### src/rtl/dmem_arbiter.sv
// dmem_arbiter: shares one combinational data-memory port between the IFU
// (read-only) and the LSU (read/write). One transaction is in flight at a
// time; every accepted request produces exactly one single-cycle mem_ren or
// mem_wen pulse, LATENCY cycles after acceptance, followed by a held response.
module dmem_arbiter #(
    parameter int XLEN    = 32,
    parameter int LATENCY = 1
) (
    input  logic            clock,
    input  logic            reset,

    input  logic            ifu_req_valid,
    output logic            ifu_req_ready,
    input  logic [XLEN-1:0] ifu_req_addr,
    output logic            ifu_resp_valid,
    input  logic            ifu_resp_ready,
    output logic [XLEN-1:0] ifu_resp_rdata,

    input  logic            lsu_req_valid,
    output logic            lsu_req_ready,
    input  logic [XLEN-1:0] lsu_req_addr,
    input  logic            lsu_req_wen,
    input  logic [7:0]      lsu_req_wmask,
    input  logic [XLEN-1:0] lsu_req_wdata,
    output logic            lsu_resp_valid,
    input  logic            lsu_resp_ready,
    output logic [XLEN-1:0] lsu_resp_rdata,

    output logic [XLEN-1:0] mem_addr,
    output logic            mem_ren,
    output logic            mem_wen,
    output logic [7:0]      mem_wmask,
    output logic [XLEN-1:0] mem_wdata,
    input  logic [XLEN-1:0] mem_rdata
);

    typedef enum logic [1:0] {
        S_IDLE,
        S_WAIT,
        S_RESP
    } state_e;

    typedef enum logic {
        OWN_IFU = 1'b0,
        OWN_LSU = 1'b1
    } owner_e;

    localparam logic [7:0] CNT_INIT = 8'(LATENCY - 1);

    state_e          state_q, state_d;
    owner_e          last_q, last_d;
    owner_e          owner_q, owner_d;
    logic [XLEN-1:0] addr_q, addr_d;
    logic            wen_q, wen_d;
    logic [7:0]      wmask_q, wmask_d;
    logic [XLEN-1:0] wdata_q, wdata_d;
    logic [XLEN-1:0] rdata_q, rdata_d;
    logic [7:0]      cnt_q, cnt_d;

    logic            grant_ifu;
    logic            grant_lsu;
    logic            owner_resp_ready;

    // Round-robin grant: a lone requester always wins; on a tie the side
    // that did not win last time is chosen.
    always_comb begin
        grant_ifu = ifu_req_valid && (!lsu_req_valid || (last_q == OWN_LSU));
        grant_lsu = lsu_req_valid && (!ifu_req_valid || (last_q == OWN_IFU));
        owner_resp_ready = (owner_q == OWN_LSU) ? lsu_resp_ready : ifu_resp_ready;
    end

    // Next-state and output decode for the IDLE/WAIT/RESP transaction FSM.
    always_comb begin
        state_d        = state_q;
        last_d         = last_q;
        owner_d        = owner_q;
        addr_d         = addr_q;
        wen_d          = wen_q;
        wmask_d        = wmask_q;
        wdata_d        = wdata_q;
        rdata_d        = rdata_q;
        cnt_d          = cnt_q;
        ifu_req_ready  = 1'b0;
        lsu_req_ready  = 1'b0;
        ifu_resp_valid = 1'b0;
        lsu_resp_valid = 1'b0;
        mem_ren        = 1'b0;
        mem_wen        = 1'b0;
        mem_wmask      = '0;

        case (state_q)
            S_IDLE: begin
                // Readiness is suppressed during reset so no handshake is
                // ever reported for a cycle whose capture reset discards.
                ifu_req_ready = grant_ifu && !reset;
                lsu_req_ready = grant_lsu && !reset;
                if (grant_ifu) begin
                    owner_d = OWN_IFU;
                    last_d  = OWN_IFU;
                    addr_d  = ifu_req_addr;
                    wen_d   = 1'b0;
                    wmask_d = '0;
                    wdata_d = '0;
                    cnt_d   = CNT_INIT;
                    state_d = S_WAIT;
                end else if (grant_lsu) begin
                    owner_d = OWN_LSU;
                    last_d  = OWN_LSU;
                    addr_d  = lsu_req_addr;
                    wen_d   = lsu_req_wen;
                    wmask_d = lsu_req_wmask;
                    wdata_d = lsu_req_wdata;
                    cnt_d   = CNT_INIT;
                    state_d = S_WAIT;
                end
            end

            S_WAIT: begin
                if (cnt_q != '0) begin
                    cnt_d = cnt_q - 8'd1;
                end else begin
                    // Issue cycle: the single memory access of this request.
                    // Gated by reset so an abandoned transaction never fires.
                    if (!reset) begin
                        mem_ren   = !wen_q;
                        mem_wen   = wen_q;
                        mem_wmask = wmask_q;
                    end
                    rdata_d = wen_q ? '0 : mem_rdata;
                    state_d = S_RESP;
                end
            end

            S_RESP: begin
                ifu_resp_valid = (owner_q == OWN_IFU);
                lsu_resp_valid = (owner_q == OWN_LSU);
                if (owner_resp_ready) begin
                    state_d = S_IDLE;
                end
            end

            default: begin
                state_d = S_IDLE;
            end
        endcase
    end

    // State and latched-transaction registers with synchronous reset.
    always_ff @(posedge clock) begin
        if (reset) begin
            state_q <= S_IDLE;
            last_q  <= OWN_LSU;
            owner_q <= OWN_IFU;
            addr_q  <= '0;
            wen_q   <= 1'b0;
            wmask_q <= '0;
            wdata_q <= '0;
            rdata_q <= '0;
            cnt_q   <= '0;
        end else begin
            state_q <= state_d;
            last_q  <= last_d;
            owner_q <= owner_d;
            addr_q  <= addr_d;
            wen_q   <= wen_d;
            wmask_q <= wmask_d;
            wdata_q <= wdata_d;
            rdata_q <= rdata_d;
            cnt_q   <= cnt_d;
        end
    end

    assign mem_addr       = addr_q;
    assign mem_wdata      = wdata_q;
    assign ifu_resp_rdata = rdata_q;
    assign lsu_resp_rdata = rdata_q;

endmodule

### config.mk
export PLATFORM = sky130hd
export DESIGN_NAME = dmem_arbiter
export DESIGN_NICKNAME = d
export VERILOG_FILES = /design/src/rtl/dmem_arbiter.sv
export SDC_FILE = /design/constraint.sdc
export NUM_CORES = 1
export LEC_CHECK = 0
export CAP_MARGIN = 20
export CORE_ASPECT_RATIO = 0.7
export CORE_MARGIN = 1
export CORE_UTILIZATION = 37
export CTS_BUF_LIST = sky130_fd_sc_hd__clkbuf_16
export DETAILED_ROUTE_END_ITERATION = 10
export PLACE_DENSITY = 0.82
export SETUP_SLACK_MARGIN = 0.3
export SLEW_MARGIN = 20
export SYNTH_ARGS = -nofsm -noshare
export SYNTH_HDL_FRONTEND = slang
export SYNTH_SLANG_ARGS = --single-unit
### constraint.sdc
create_clock -name clock -period 2.3 [get_ports clock]
set_input_delay 0.46 -clock clock [delete_from_list [all_inputs] [get_ports clock]]
set_output_delay 0.46 -clock clock [all_outputs]
set_load 0.05 [all_outputs]
==> results of run 1 <==
==> area by class of cell <==
cell class	count	area, um^2
Multi-Input combinational cell	239	1918
Timing Repair Buffer	306	3012
Clock buffer	17	425.4
Inverter	4	15.01
Tap cell	157	196.4
Sequential cell	117	2346
Clock inverter	15	163.9
Fill cell	928	3732
==> metal layers <==
metal	wire length, um	part of all wire, %	global-route usage (%)
met3	864	6.1	5.582
met1	6015	43	26.58
met2	7062	50	37.22
met4	142	1.0	6.929
met5	0	0	0
==> per-stage QoR <==
| step | utilization [%] | instance area, um^2 |
|---|---|---|
| floorplan | - | 4574 |
| global placement | 63.48 | 7496 |
| detailed placement | 63.48 | 7496 |
| CTS | 68.00 | 8030 |
| global route | 68.39 | 8077 |
| finish | 68.39 | 8077 |
==> flip-flops by register name, indices dropped and copies added, names as in the netlist <==
signal,flops
state_q,2
ifu_resp_rdata,32
mem_addr,32
cnt_q,8
last_q,1
owner_q,1
mem_wdata,32
wmask_q,8
wen_q,1
==> power groups by stage <==
stage	Sequential [uW]	Combinational, uW	Clock [uW]
after floorplan	4500	2390	0
after global placement	2980	5560	0
after detailed placement	3010	5660	0
after CTS	2960	5390	2660
after global routing	3030	5740	2760
final	2960	5460	2600
==> what timing repair did <==
item / CTS / global route
gates resized for setup: 154 / 4
setup endpoints to repair: 138 / 17
cloned: 1 / 1
hold buffers: 0 / 0
pin swaps: 12 / 3
buffers inserted: 4 / 4
==> cell families after synthesis <==
| logic type | share of synthesized area, % |
|---|---|
| AOI/OAI and AO/OA | 22.29 |
| adders and majority gates | 0.2762 |
| buffers and inverters | 8.757 |
| DFF | 51.71 |
| muxes | 7.514 |
| and+or+nand+nor | 9.448 |
==> Yosys cell counts (4+ instances only) <==
cell | number | share of area [%]
and2_1 | 9 | 1.2
a211oi_1 | 32 | 5.3
buf_1 | 5 | 0.41
a22o_1 | 73 | 14
buf_4 | 32 | 5.3
a21oi_1 | 10 | 1.1
inv_1 | 4 | 0.33
dfxtp_1 | 117 | 52
buf_2 | 14 | 1.5
nor2_1 | 37 | 3.1
mux2i_1 | 34 | 7.5
o31ai_1 | 4 | 0.66
or4_1 | 4 | 0.66
or3_1 | 6 | 0.83
clkbuf_1 | 14 | 1.2
==> path summary, 6_finish.rpt <==
path                                    start  cells after the start             to  slack, ps
worst min register to register  mem_wdata[20]                      1  mem_wdata[20]        470
worst max register to register       cnt_q[0]                      7       cnt_q[7]        370
worst min-delay path                    reset                      2    mem_addr[0]        470
worst max-delay path                 cnt_q[1]                      8   mem_wmask[6]         40
==> results.yml, run 1 <==
run_status:
  status: "finished clean"
finish:
  layout-drive-gt1-share_pct: 14.18
  antenna_cells: 0
  mostFrequentLayoutCells: "clkdlybuf4s50_1, dlygate4sd2_1, dfxtp_1"
  finalNetCount: 829
  fin_cells: 855
  areaGrowthSynthToFinish_pct: 78.32
  layout_commonest_cell: "clkdlybuf4s50_1"
setup_path:
  critical_path_class: "flip-flop to output pin"
  critPathMaxFanout: 5
  required_ps: 1840
  crit_path_max_incr_delay_ps: 320
  cpLargestDelayFamily: "simple AND/OR/NAND/NOR gates"
  start_kind: "flip-flop"
  path_cells: "inv_2 -> ha_4 -> nor3b_4 -> nand3b_4 -> nor2_4 -> buf_6 -> and2_4 -> buf_12"
  crit_buf_inv: 3
  cp_slowest_cell: "dfxtp_2"
  critPathArrivalTime_ps: 1800
  endpoint_kind: "output pin"
yosys:
  syn-num-nets: 568
  ys_seq_area_share_pct: 51.71
  yosys.cell_types.count: 38
  yosys_most_used_dff: "dfxtp_1"
  ys_warn_count: 0
  postSynthCellCount: 424
  synth_seq_cells: 117
  avgSynthCellArea_um2: 10.68
  synthesis.area_mm2: 0.004529
  async_flop_share_pct: 0
  synth-edff-count: 0
cts:
  numCtsBuffers: 17
  clk_path_buf_depth: 2
  clock_sinks: 117
  clk_pin_slew_ps: 60
  cts_tree: "built"
  cts_root_buf: "clkbuf_16"
  clk_latency_ps: 390
  htree_levels: 4
power_and_ir_drop:
  p_seq_share_pct: 26.8
  switching_share_pct: 45.18
  p_total_uw: 11020
  switchingPower_uw: 4980
  powerDensity_mw_per_mm2: 1365
  p_int_uw: 6044
  ir_drop_uv: 751.9
  pwr-share-comb_pct: 49.5
  clock_power_share_pct: 23.6
  power.leakage_uw: 0.003844
timing:
  fin_skew_ps: 8.147
  max_freq_mhz: 442.6
  setup_ws_ps: 40.41
  min_period_over_period_pct: 98.24
  drv_slew: 0
  slew_headroom_pct: 62.64
  hold_viol: 0
  tns_ps: 0
  hold_ws_ps: 471.7
  finalCriticalPeriod_ps: 2260
  worstMarginPinSlew_ps: 552.8
  rsz0062_at_grt: "true"
  finalSetupViolations: 0
floorplanning:
  dieHeight_um: 94.57
  coreArea_mm2: 0.01181
  initial_core_util_pct: 38.36
  die_w_um: 134.2
  io_pins: 285
  rows: 33
  fp.dieArea_mm2: 0.01270
place:
  dpl.hpwl_um: 10320
  post-place-cells: 813
  gp_congestion: 0.8058
  port_buffers: 284
  pre_cts_slack_ps: 23.69
grt:
  grt_pass1_vias: 3998
  grt_max_degree: 55
  grt_pass1_wl_um: 21200
  grt_use_total_pct: 21.63
  grt_overflow_total: 0
  antenna_found_initial: 0
flow_run:
  maxCapViolations: 0
route:
  dr_total_vias: 4195
  drtAntennaViolNets: 0
  via_per_inst: 4.906
  drt-total-wl_um: 14080
  wl_per_cell_um: 16.47
  drt-pass1-iter-count: 4
  initialDrtViolationCount: 245
  drcViolationCount: 0
hold_path:
  hold_class: "primary input to flip-flop"
(Power assumes the default switching activity.)
==> run 2, diff against run 1 <==
--- a/config.mk
+++ b/config.mk
@@ -11,6 +11,7 @@
 export CORE_UTILIZATION = 37
 export CTS_BUF_LIST = sky130_fd_sc_hd__clkbuf_16
 export DETAILED_ROUTE_END_ITERATION = 10
+export HOLD_SLACK_MARGIN = 0.08
 export PLACE_DENSITY = 0.82
 export SETUP_SLACK_MARGIN = 0.3
 export SLEW_MARGIN = 20
==> results of run 2 <==
The final DEF is identical to that of run 1; final timing and power are the same.
==> run 3, diff against run 2 <==
--- a/config.mk
+++ b/config.mk
@@ -10,11 +10,11 @@
 export CORE_MARGIN = 1
 export CORE_UTILIZATION = 37
 export CTS_BUF_LIST = sky130_fd_sc_hd__clkbuf_16
+export CTS_CLUSTER_SIZE = 10
 export DETAILED_ROUTE_END_ITERATION = 10
 export HOLD_SLACK_MARGIN = 0.08
 export PLACE_DENSITY = 0.82
 export SETUP_SLACK_MARGIN = 0.3
-export SLEW_MARGIN = 20
 export SYNTH_ARGS = -nofsm -noshare
 export SYNTH_HDL_FRONTEND = slang
 export SYNTH_SLANG_ARGS = --single-unit
==> results of run 3 <==
The final DEF is identical to that of run 1; final timing and power are the same.
